--- src/rtl/uart_rx_param.sv ---
`default_nettype none
// +----------------------------------------------------------------------------+
// | Module   : uart_rx_param                                                   |
// | Desc     : Oversampling UART receiver, majority-vote sampling, valid/ready |
// |            output, overrun detection and RTS. Define UART_RX_FIFO_EN to    |
// |            replace the holding register with a FWFT FIFO of FIFO_DEPTH.    |
// | Revision : 1.0 - initial release                                           |
// +----------------------------------------------------------------------------+
module uart_rx_param #(
  parameter int CLK_FREQ   = 12000000,
  parameter int BAUD_RATE  = 115200,
  parameter int OVERSAMPLE = 16,
  parameter int DATA_BITS  = 8,
  parameter int PARITY     = 0,
  parameter int STOP_BITS  = 1,
  parameter int FIFO_DEPTH = 8
) (
  input  logic                 clk,
  input  logic                 reset,
  input  logic                 rx,
  output logic [DATA_BITS-1:0] m_data,
  output logic                 m_valid,
  input  logic                 m_ready,
  output logic                 rts,
  output logic                 busy,
  output logic                 frame_err,
  output logic                 parity_err,
  output logic                 overrun_err
);

  localparam int c_TICKS_RAW = CLK_FREQ / (BAUD_RATE * OVERSAMPLE);
  localparam int c_TICKS     = (c_TICKS_RAW < 1) ? 1 : c_TICKS_RAW;
  localparam int c_DIV_W     = (c_TICKS > 1) ? $clog2(c_TICKS) : 1;
  localparam int c_SC_W      = $clog2(OVERSAMPLE);
  localparam int c_BC_W      = $clog2(DATA_BITS);

  localparam logic [c_DIV_W-1:0] c_DIV_LAST = c_DIV_W'(c_TICKS - 1);
  localparam logic [c_SC_W-1:0]  c_SC_S0    = c_SC_W'(OVERSAMPLE/2 - 1);
  localparam logic [c_SC_W-1:0]  c_SC_S1    = c_SC_W'(OVERSAMPLE/2);
  localparam logic [c_SC_W-1:0]  c_SC_DEC   = c_SC_W'(OVERSAMPLE/2 + 1);
  localparam logic [c_SC_W-1:0]  c_SC_END   = c_SC_W'(OVERSAMPLE - 1);
  localparam logic [c_BC_W-1:0]  c_BC_LAST  = c_BC_W'(DATA_BITS - 1);
  localparam logic               c_STOP_LAST = (STOP_BITS == 2);

  localparam logic [2:0] c_ST_IDLE   = 3'd0;
  localparam logic [2:0] c_ST_START  = 3'd1;
  localparam logic [2:0] c_ST_DATA   = 3'd2;
  localparam logic [2:0] c_ST_PARITY = 3'd3;
  localparam logic [2:0] c_ST_STOP   = 3'd4;

  if (OVERSAMPLE < 8 || (OVERSAMPLE % 2) != 0 || DATA_BITS < 5 || DATA_BITS > 9 ||
      PARITY < 0 || PARITY > 2 || STOP_BITS < 1 || STOP_BITS > 2 || c_TICKS_RAW < 1 ||
      FIFO_DEPTH < 4 || (FIFO_DEPTH & (FIFO_DEPTH - 1)) != 0) begin : g_bad_params
    $error("uart_rx_param: illegal parameter combination");
  end

  logic                 r_sync1;
  logic                 r_rxs;
  logic [c_DIV_W-1:0]   r_div;
  logic [c_SC_W-1:0]    r_sc;
  logic                 r_s0;
  logic                 r_s1;
  logic [2:0]           r_state;
  logic [2:0]           w_state_nxt;
  logic [DATA_BITS-1:0] r_shift;
  logic [c_BC_W-1:0]    r_bit_cnt;
  logic                 r_stop_cnt;
  logic                 r_par_bad;
  logic                 r_stop_bad;

  logic w_start;
  logic w_tick;
  logic w_dec;
  logic w_end;
  logic w_maj;
  logic w_busy;
  logic w_shift_en;
  logic w_par_chk;
  logic w_stop_chk;
  logic w_done;
  logic w_par_calc;
  logic w_par_bad_now;
  logic w_stop_bad_final;
  logic w_good;
  logic w_can_push;
  logic w_push;
  logic w_pop;

  always_ff @(posedge clk or posedge reset) begin
    if (reset) begin
      r_sync1 <= 1'b1;
      r_rxs   <= 1'b1;
    end else begin
      r_sync1 <= rx;
      r_rxs   <= r_sync1;
    end
  end

  // Divider and sample counter restart on the start edge so sample points
  // land relative to the falling edge of the start bit.
  assign w_start = (r_state == c_ST_IDLE) && !r_rxs;
  assign w_tick  = (r_div == c_DIV_LAST);
  assign w_dec   = w_tick && (r_sc == c_SC_DEC);
  assign w_end   = w_tick && (r_sc == c_SC_END);
  assign w_maj   = (r_s0 & r_s1) | (r_s0 & r_rxs) | (r_s1 & r_rxs);

  always_ff @(posedge clk or posedge reset) begin
    if (reset) begin
      r_div <= '0;
      r_sc  <= '0;
      r_s0  <= 1'b1;
      r_s1  <= 1'b1;
    end else begin
      if (w_start || w_tick) r_div <= '0;
      else                   r_div <= r_div + 1'b1;

      if (w_start)     r_sc <= '0;
      else if (w_tick) r_sc <= (r_sc == c_SC_END) ? '0 : r_sc + 1'b1;

      if (w_tick && r_sc == c_SC_S0) r_s0 <= r_rxs;
      if (w_tick && r_sc == c_SC_S1) r_s1 <= r_rxs;
    end
  end

  always_ff @(posedge clk or posedge reset) begin
    if (reset) r_state <= c_ST_IDLE;
    else       r_state <= w_state_nxt;
  end

  always_comb begin
    w_state_nxt = r_state;
    case (r_state)
      c_ST_IDLE:   if (!r_rxs) w_state_nxt = c_ST_START;
      c_ST_START: begin
        if (w_dec && w_maj) w_state_nxt = c_ST_IDLE;
        else if (w_end)     w_state_nxt = c_ST_DATA;
      end
      c_ST_DATA: begin
        if (w_end && r_bit_cnt == c_BC_LAST)
          w_state_nxt = (PARITY != 0) ? c_ST_PARITY : c_ST_STOP;
      end
      c_ST_PARITY: if (w_end) w_state_nxt = c_ST_STOP;
      // Leave at the final stop decision, not bit end, to catch back-to-back starts.
      c_ST_STOP:   if (w_dec && r_stop_cnt == c_STOP_LAST) w_state_nxt = c_ST_IDLE;
      default:     w_state_nxt = c_ST_IDLE;
    endcase
  end

  always_comb begin
    w_busy     = 1'b1;
    w_shift_en = 1'b0;
    w_par_chk  = 1'b0;
    w_stop_chk = 1'b0;
    w_done     = 1'b0;
    case (r_state)
      c_ST_IDLE:   w_busy     = 1'b0;
      c_ST_DATA:   w_shift_en = w_dec;
      c_ST_PARITY: w_par_chk  = w_dec;
      c_ST_STOP: begin
        w_stop_chk = w_dec;
        w_done     = w_dec && (r_stop_cnt == c_STOP_LAST);
      end
      default: ;
    endcase
  end

  assign busy = w_busy;

  assign w_par_calc       = ^{r_shift, w_maj};
  assign w_par_bad_now    = (PARITY == 1) ? ~w_par_calc : w_par_calc;
  assign w_stop_bad_final = r_stop_bad | ~w_maj;
  assign w_good           = w_done && !w_stop_bad_final && !r_par_bad;
  assign w_push           = w_good && w_can_push;

  always_ff @(posedge clk or posedge reset) begin
    if (reset) begin
      r_shift    <= '0;
      r_bit_cnt  <= '0;
      r_stop_cnt <= 1'b0;
      r_par_bad  <= 1'b0;
      r_stop_bad <= 1'b0;
    end else begin
      if (w_start) begin
        r_bit_cnt  <= '0;
        r_stop_cnt <= 1'b0;
        r_par_bad  <= 1'b0;
        r_stop_bad <= 1'b0;
      end
      if (w_shift_en) r_shift <= {w_maj, r_shift[DATA_BITS-1:1]};
      if (r_state == c_ST_DATA && w_end) r_bit_cnt <= r_bit_cnt + 1'b1;
      if (w_par_chk) r_par_bad <= w_par_bad_now;
      if (w_stop_chk) begin
        r_stop_cnt <= r_stop_cnt + 1'b1;
        r_stop_bad <= w_stop_bad_final;
      end
    end
  end

  always_ff @(posedge clk or posedge reset) begin
    if (reset) begin
      frame_err   <= 1'b0;
      parity_err  <= 1'b0;
      overrun_err <= 1'b0;
    end else begin
      frame_err   <= w_done && w_stop_bad_final;
      parity_err  <= w_done && r_par_bad;
      overrun_err <= w_good && !w_can_push;
    end
  end

`ifdef UART_RX_FIFO_EN
  localparam int c_AW = $clog2(FIFO_DEPTH);
  localparam logic [c_AW:0] c_DEPTH   = (c_AW+1)'(FIFO_DEPTH);
  localparam logic [c_AW:0] c_RTS_LVL = (c_AW+1)'(FIFO_DEPTH - 2);

  logic [DATA_BITS-1:0] r_mem [FIFO_DEPTH];
  logic [c_AW-1:0]      r_wptr;
  logic [c_AW-1:0]      r_rptr;
  logic [c_AW:0]        r_count;
  logic [c_AW:0]        w_count_nxt;
  logic                 r_rts;

  assign m_valid    = (r_count != '0);
  assign w_pop      = m_valid && m_ready;
  assign w_can_push = (r_count != c_DEPTH) || w_pop;
  assign m_data     = m_valid ? r_mem[r_rptr] : '0;
  assign rts        = r_rts;

  always_comb begin
    w_count_nxt = r_count;
    if (w_push && !w_pop)      w_count_nxt = r_count + 1'b1;
    else if (!w_push && w_pop) w_count_nxt = r_count - 1'b1;
  end

  always_ff @(posedge clk) begin
    if (w_push) r_mem[r_wptr] <= r_shift;
  end

  // Threshold two below full leaves room for frames already on the wire.
  always_ff @(posedge clk or posedge reset) begin
    if (reset) begin
      r_wptr  <= '0;
      r_rptr  <= '0;
      r_count <= '0;
      r_rts   <= 1'b0;
    end else begin
      if (w_push) r_wptr <= r_wptr + 1'b1;
      if (w_pop)  r_rptr <= r_rptr + 1'b1;
      r_count <= w_count_nxt;
      r_rts   <= (w_count_nxt >= c_RTS_LVL);
    end
  end
`else
  logic [DATA_BITS-1:0] r_data;
  logic                 r_valid;
  logic                 r_rts;
  logic                 w_valid_nxt;

  assign w_pop       = r_valid && m_ready;
  assign w_can_push  = !r_valid || m_ready;
  assign w_valid_nxt = w_push || (r_valid && !w_pop);
  assign m_data      = r_data;
  assign m_valid     = r_valid;
  assign rts         = r_rts;

  always_ff @(posedge clk or posedge reset) begin
    if (reset) begin
      r_data  <= '0;
      r_valid <= 1'b0;
      r_rts   <= 1'b0;
    end else begin
      if (w_push) r_data <= r_shift;
      r_valid <= w_valid_nxt;
      r_rts   <= w_valid_nxt;
    end
  end
`endif

endmodule
`default_nettype wire

--- config.mk ---
export PLATFORM = sky130hd
export DESIGN_NAME = uart_rx_param
export DESIGN_NICKNAME = d
export VERILOG_FILES = /design/src/rtl/uart_rx_param.sv
export SDC_FILE = /design/constraint.sdc
export NUM_CORES = 1
export LEC_CHECK = 0
export CAP_MARGIN = 40
export CORE_AREA = 2 2 61 63
export CTS_CLUSTER_SIZE = 40
export DETAILED_ROUTE_END_ITERATION = 12
export DIE_AREA = 0 0 63 65
export GPL_TIMING_DRIVEN = 1
export HOLD_SLACK_MARGIN = 0.05
export PLACE_DENSITY = 0.77
export SLEW_MARGIN = 5
export SYNTH_ARGS = -nofsm -noshare
export SYNTH_HDL_FRONTEND = slang
export SYNTH_SLANG_ARGS = --single-unit
--- constraint.sdc ---
create_clock -name clk -period 2.13 [get_ports clk]
set_input_delay 0.639 -clock clk [delete_from_list [all_inputs] [get_ports clk]]
set_output_delay 0.639 -clock clk [all_outputs]
set_load 0.005 [all_outputs]
Word-level counts from Yosys, hierarchy flattened. Cells that the tools add are included.

Word-level logic and storage cells: 99. Input bits: 4. Output and inout bits: 14. Flip-flop bits (word level): 40.

Multiplexer cells: 22. Eq/ne operators: 15. Add/sub/neg operators: 4. Reductions and logical operators: 33. Bitwise operators: 8.

Operator list (count): $mux 3 (9); $logic_and 1x1->1 (17); $pmux 3 s5 (1); $eq 4x4->1 const B (3); $mux 4 (3); $eq 3x3->1 const B (3); $mux 1 (9); $reduce_xor 9->1 (1); $ne 2x2->1 const B (4); $reduce_bool 2->1 (4); $add 3x1->3 const B (2); $eq 3x2->1 const B (2); $logic_not 1->1 (6); $reduce_and 5->1 (1); $add 4x1->4 const B (1); $eq 4x3->1 const B (1); $and 1x1->1 (3); $eq 3x1->1 const B (1); $logic_not 3->1 (1); $logic_or 1x1->1 (3); $ne 3x3->1 const B (1); $or 1x1->1 (3); $not 1->1 (2); $add 1x1->1 const B (1).

Logic depth before layout (Yosys ltp).
Word-level depth: 10. Gate-level depth with buffers: 7. Gate-level depth less buffers: 6.

Worst setup path after synthesis. No wires, ideal clock.

Path type: register to register. Start: register r_div[1]. End: register r_data[0] (netlist: m_data[0]). Setup slack: 0.235 ns. Clock period less this slack: 1.895 ns. Cell stages (with the launch flop): 8. Required time: 2.005 ns. Buffers on the path: 1. Arrival: 1.770 ns. Setup time: 0.125 ns. Cell sequence: dfrtp_1 inv_1 ha_1 and4b_1 buf_4 nand4_4 nor4b_4 mux2_2.

Word-level cells in the longest chain between the ends: 7.

Ends and longest elaborated chain: start: declaration (RTL line 59) `logic [c_DIV_W-1:0] r_div;`; start signal: assignment (RTL line 115) `else r_div <= r_div + 1'b1;`; $eq 3x3->1 (RTL line 102) `assign w_tick = (r_div == c_DIV_LAST);`; $logic_and 1x1->1 (RTL line 103) `assign w_dec = w_tick && (r_sc == c_SC_DEC);`; $logic_and 1x1->1 (RTL line 161) `w_done = w_dec && (r_stop_cnt == c_STOP_LAST);`; $mux 1 (RTL line 155) `case (r_state)`; $logic_and 1x1->1 (2 in a row) (RTL line 172) `assign w_good = w_done && !w_stop_bad_final && !r_par_bad;`; $logic_and 1x1->1 (RTL line 173) `assign w_push = w_good && w_can_push;`; end signal: assignment (RTL line 272) `if (w_push) r_data <= r_shift;`; end: declaration (RTL line 254) `logic [DATA_BITS-1:0] r_data;`.

Every way passes these cells. A chain may end at the register's enable or synchronous reset.

Worst setup path after layout.
Start: register r_state[1]. End: output port busy.

Word-level cells in the longest chain between the ends: 2.

Ends and longest elaborated chain: start: declaration (RTL line 63) `logic [2:0] r_state;`; start signal: assignment (RTL line 126) `if (reset) r_state <= c_ST_IDLE;`; start signal: assignment (RTL line 127) `else r_state <= w_state_nxt;`; $logic_not 3->1 (RTL line 155); $mux 1 (RTL line 155); end: declaration (RTL line 25) `output logic busy,`.

Every way passes these cells.

==> impl_metrics.env <==
export IMPL_cts_sinks=40
export IMPL_worstMarginPinSlew_ps=425.7
export IMPL_htree_levels=2
export IMPL_avgSynthCellArea_um2=12.03
export IMPL_fin_hold_ws_ps=364.1
export IMPL_synth_seq_cells=40
export IMPL_setup_viol=0
export IMPL_ys_seq_area_share_pct=54.29
export IMPL_gp_congestion=0.7526
export IMPL_numCtsBuffers=5
export IMPL_max_cap_violations=0
export IMPL_drt_total_wl_mm=3.400
export IMPL_avgRoutedWirePerCell_um=14.59
export IMPL_tns_ps=0
export IMPL_antenna_found_initial=0
export IMPL_async_reset_ff_share_pct=100.0
export IMPL_r2r_slack_ps=130
export IMPL_register_area_mm2=0.001007
export IMPL_cp_startpoint="r_state[1]"
export IMPL_drtPass1Iterations=4
export IMPL_hp_start="r_sync1"
export IMPL_ir_drop_uv=341.8
export IMPL_required_ps=1490
export IMPL_crit_chain="or3_4, dlygate4sd2_1"
export IMPL_vias=1208
export IMPL_crit_buf_inv=1
export IMPL_antennaDiodeCount=0
export IMPL_die_area_mm2=0.004095
export IMPL_nets=195
export IMPL_drive_gt1_share_pct=25.95
export IMPL_drv_slew=0
export IMPL_multi_input_area_um2=804.5
export IMPL_synthDistinctLibCells=33
export IMPL_syn2layout_area_growth_pct=21.20
export IMPL_num_io_pins=18
export IMPL_crit_path_max_incr_delay_ps=430
export IMPL_finalHoldViolations=0
export IMPL_grt_max_degree=41
export IMPL_ant_nets=0
export IMPL_synth_ff_type="dfrtp_1"
export IMPL_ys_warn_count=0
export IMPL_clkLatencyLatePin_ps=350
export IMPL_drc=0
export IMPL_die_w_um=63
export IMPL_initial_utilization_pct=53.01
export IMPL_grt_pass1_vias=1310
export IMPL_max_slew_margin_rel_pct=71.54
export IMPL_status="complete, no violations"
export IMPL_clockBufferDepth=2
export IMPL_rsz0062_at_grt="no"
export IMPL_vias_per_cell=5.185
export IMPL_root_buffer="clkbuf_4"
export IMPL_hp_class="flop to flop"
export IMPL_arrival_ps=1420
export IMPL_num_rows=22
export IMPL_placed_area_mm2=0.002130
export IMPL_p_leak_nw=1.077
export IMPL_grt_overflow=0
export IMPL_final_area_mm2=0.002246
export IMPL_fin_skew_ps=9.866
export IMPL_netlist_area_mm2=0.001853
export IMPL_fin_crit_ps=2055
export IMPL_drtIter0Drc=43
export IMPL_cp_top_family="flip-flops"
export IMPL_post_route_period_util_pct=96.47
export IMPL_clkTransAtPathRegs_ps=120
export IMPL_hold_buffers=0
export IMPL_cp_max_fo=3
export IMPL_synth_edf_count=0
export IMPL_syn_inst=154
export IMPL_fill_cells=286
export IMPL_grt_pass1_wl_mm=5.996
export IMPL_crit_type="flop to output pin"
export IMPL_port_buffers=17
export IMPL_syn_num_nets=165
export IMPL_dp_hpwl_mm=2.423
export IMPL_crit_slowest_cell="dfrtp_2"
export IMPL_critPathCaptureType="output pin"
export IMPL_cts_tree="done"
export IMPL_fp_dieH_um=65
export IMPL_fmax_ghz=0.4867
export IMPL_power_density_mw_per_mm2=602.0
export IMPL_core_area_mm2=0.003496
export IMPL_crit_reg2reg_launch="r_div[1]"
export IMPL_crit_path_start_kind="flop"
export IMPL_grt_use_total_pct=19.42
-- per-stage QoR --
step                worst slack, ps  std cells  power (mW)  utilization [%]
CTS                           62.35        233       1.365            64.21
global route                  22.06        233       1.406            64.24
global placement              62.07        223      0.8145            60.92
floorplan                     235.3        154      0.7978                -
detailed placement            1.979        223      0.8156            60.92
finish                        75.24        233       1.352            64.24
-- area by class of cell --
type | count | share of cell area, %
flip-flops and latches | 40 | 44.85
clock buffers | 7 | 2.897
clock inverters | 1 | 1.337
repair buffers | 26 | 11.09
well taps | 48 | 2.674
inverters | 8 | 1.337
multi-input cells | 103 | 35.82
-- power breakdown --
group	leakage (nW)	internal [mW]	total (mW)	switching, mW
Clock	0.0515	0.312	0.552	0.241
Combinational	0.491	0.0140	0.0329	0.0189
Sequential	0.534	0.764	0.767	0.00248
-- kinds of logic after synthesis --
group,after synthesis,synth area share [%]
flip-flops,40,54.29
XOR/XNOR,11,5.942
AND/OR/NAND/NOR,54,16.00
AO/OA/AOI/OAI,8,2.768
multiplexers,22,13.10
adder cells (fa/ha/maj),8,5.267
buffers and inverters,11,2.633
-- synth_stat cells (all sizes together), types with 2 or more instances --
library cell	n	area, um2
buf	2	15.01
nand3	3	15.01
dfstp	4	105.1
inv	8	30.03
and2	2	12.51
mux2	18	202.7
mux2i	4	40.04
ha	7	87.58
nand4	2	27.53
xor2	2	17.52
xnor2	8	70.07
or3	3	18.77
nor2	13	48.80
a21oi	3	15.01
nand2b	2	12.51
nor3	4	20.02
dfrtp	36	900.9
or2	3	18.77
nand2	17	63.81
-- repair_timing --
| item | in CTS | in global routing |
|---|---|---|
| buffers inserted | 2 | 0 |
| cloned | 0 | 0 |
| endpoints found under the setup margin | 1 | 8 |
| resized for setup | 3 | 1 |
-- layer usage --
layer | GRT usage [%] | vias to the layer above | routed length, um
met3 | 4.340 | 9 | 108
met5 | 0 | - | 0
met4 | 10.83 | 0 | 98
met2 | 33.78 | 21 | 1748
met1 | 22.15 | 599 | 1444
li1 | - | 579 | -
-- worst register-to-register path: cells and delay by family, from the launching register on --
| family | cells | cell delay [ps] |
|---|---|---|
| adders and majority gates | 1 | 170 |
| buffers and inverters | 2 | 270 |
| DFF | 1 | 400 |
| muxes | 1 | 350 |
| and+or+nand+nor | 3 | 690 |
-- sequential cells by signal, summed over array words and instances, names as in the netlist --
name and count:
frame_err 1, m_data 8, overrun_err 1, parity_err 1
r_bit_cnt 3, r_div 3, r_par_bad 1, r_rxs 1
r_s0 1, r_s1 1, r_sc 4, r_shift 8
r_state 3, r_stop_bad 1, r_stop_cnt 1, r_sync1 1
rts 1
-- layout by cell type (no fill, tap or decap), drive strengths merged, types with 2 or more instances in the layout --
cell / synthesis / routed
xor2: 2 / 2
nor2: 13 / 13
clkbuf: 1 / 7
mux2: 18 / 18
nand3: 3 / 3
or2: 3 / 3
a21oi: 3 / 3
dfrtp: 36 / 36
inv: 8 / 8
dfstp: 4 / 4
or3: 3 / 3
nand2: 17 / 17
and2: 2 / 2
mux2i: 4 / 4
nor3: 4 / 4
xnor2: 8 / 8
ha: 7 / 7
clkdlybuf4s50: 0 / 16
nand4: 2 / 2
buf: 2 / 9
nand2b: 2 / 2
-- worst paths after layout --
| kind | cells after the start | end |
|---|---|---|
| min reg2reg | 0 | r_rxs |
| max | 2 | busy |
| max in group asynchronous | 3 | r_s0 |
| max reg2reg | 7 | m_data[5] |
| min in group asynchronous | 3 | r_shift[6] |
| min | 0 | r_rxs |
No activity file was read; power rests on OpenSTA's default activity.
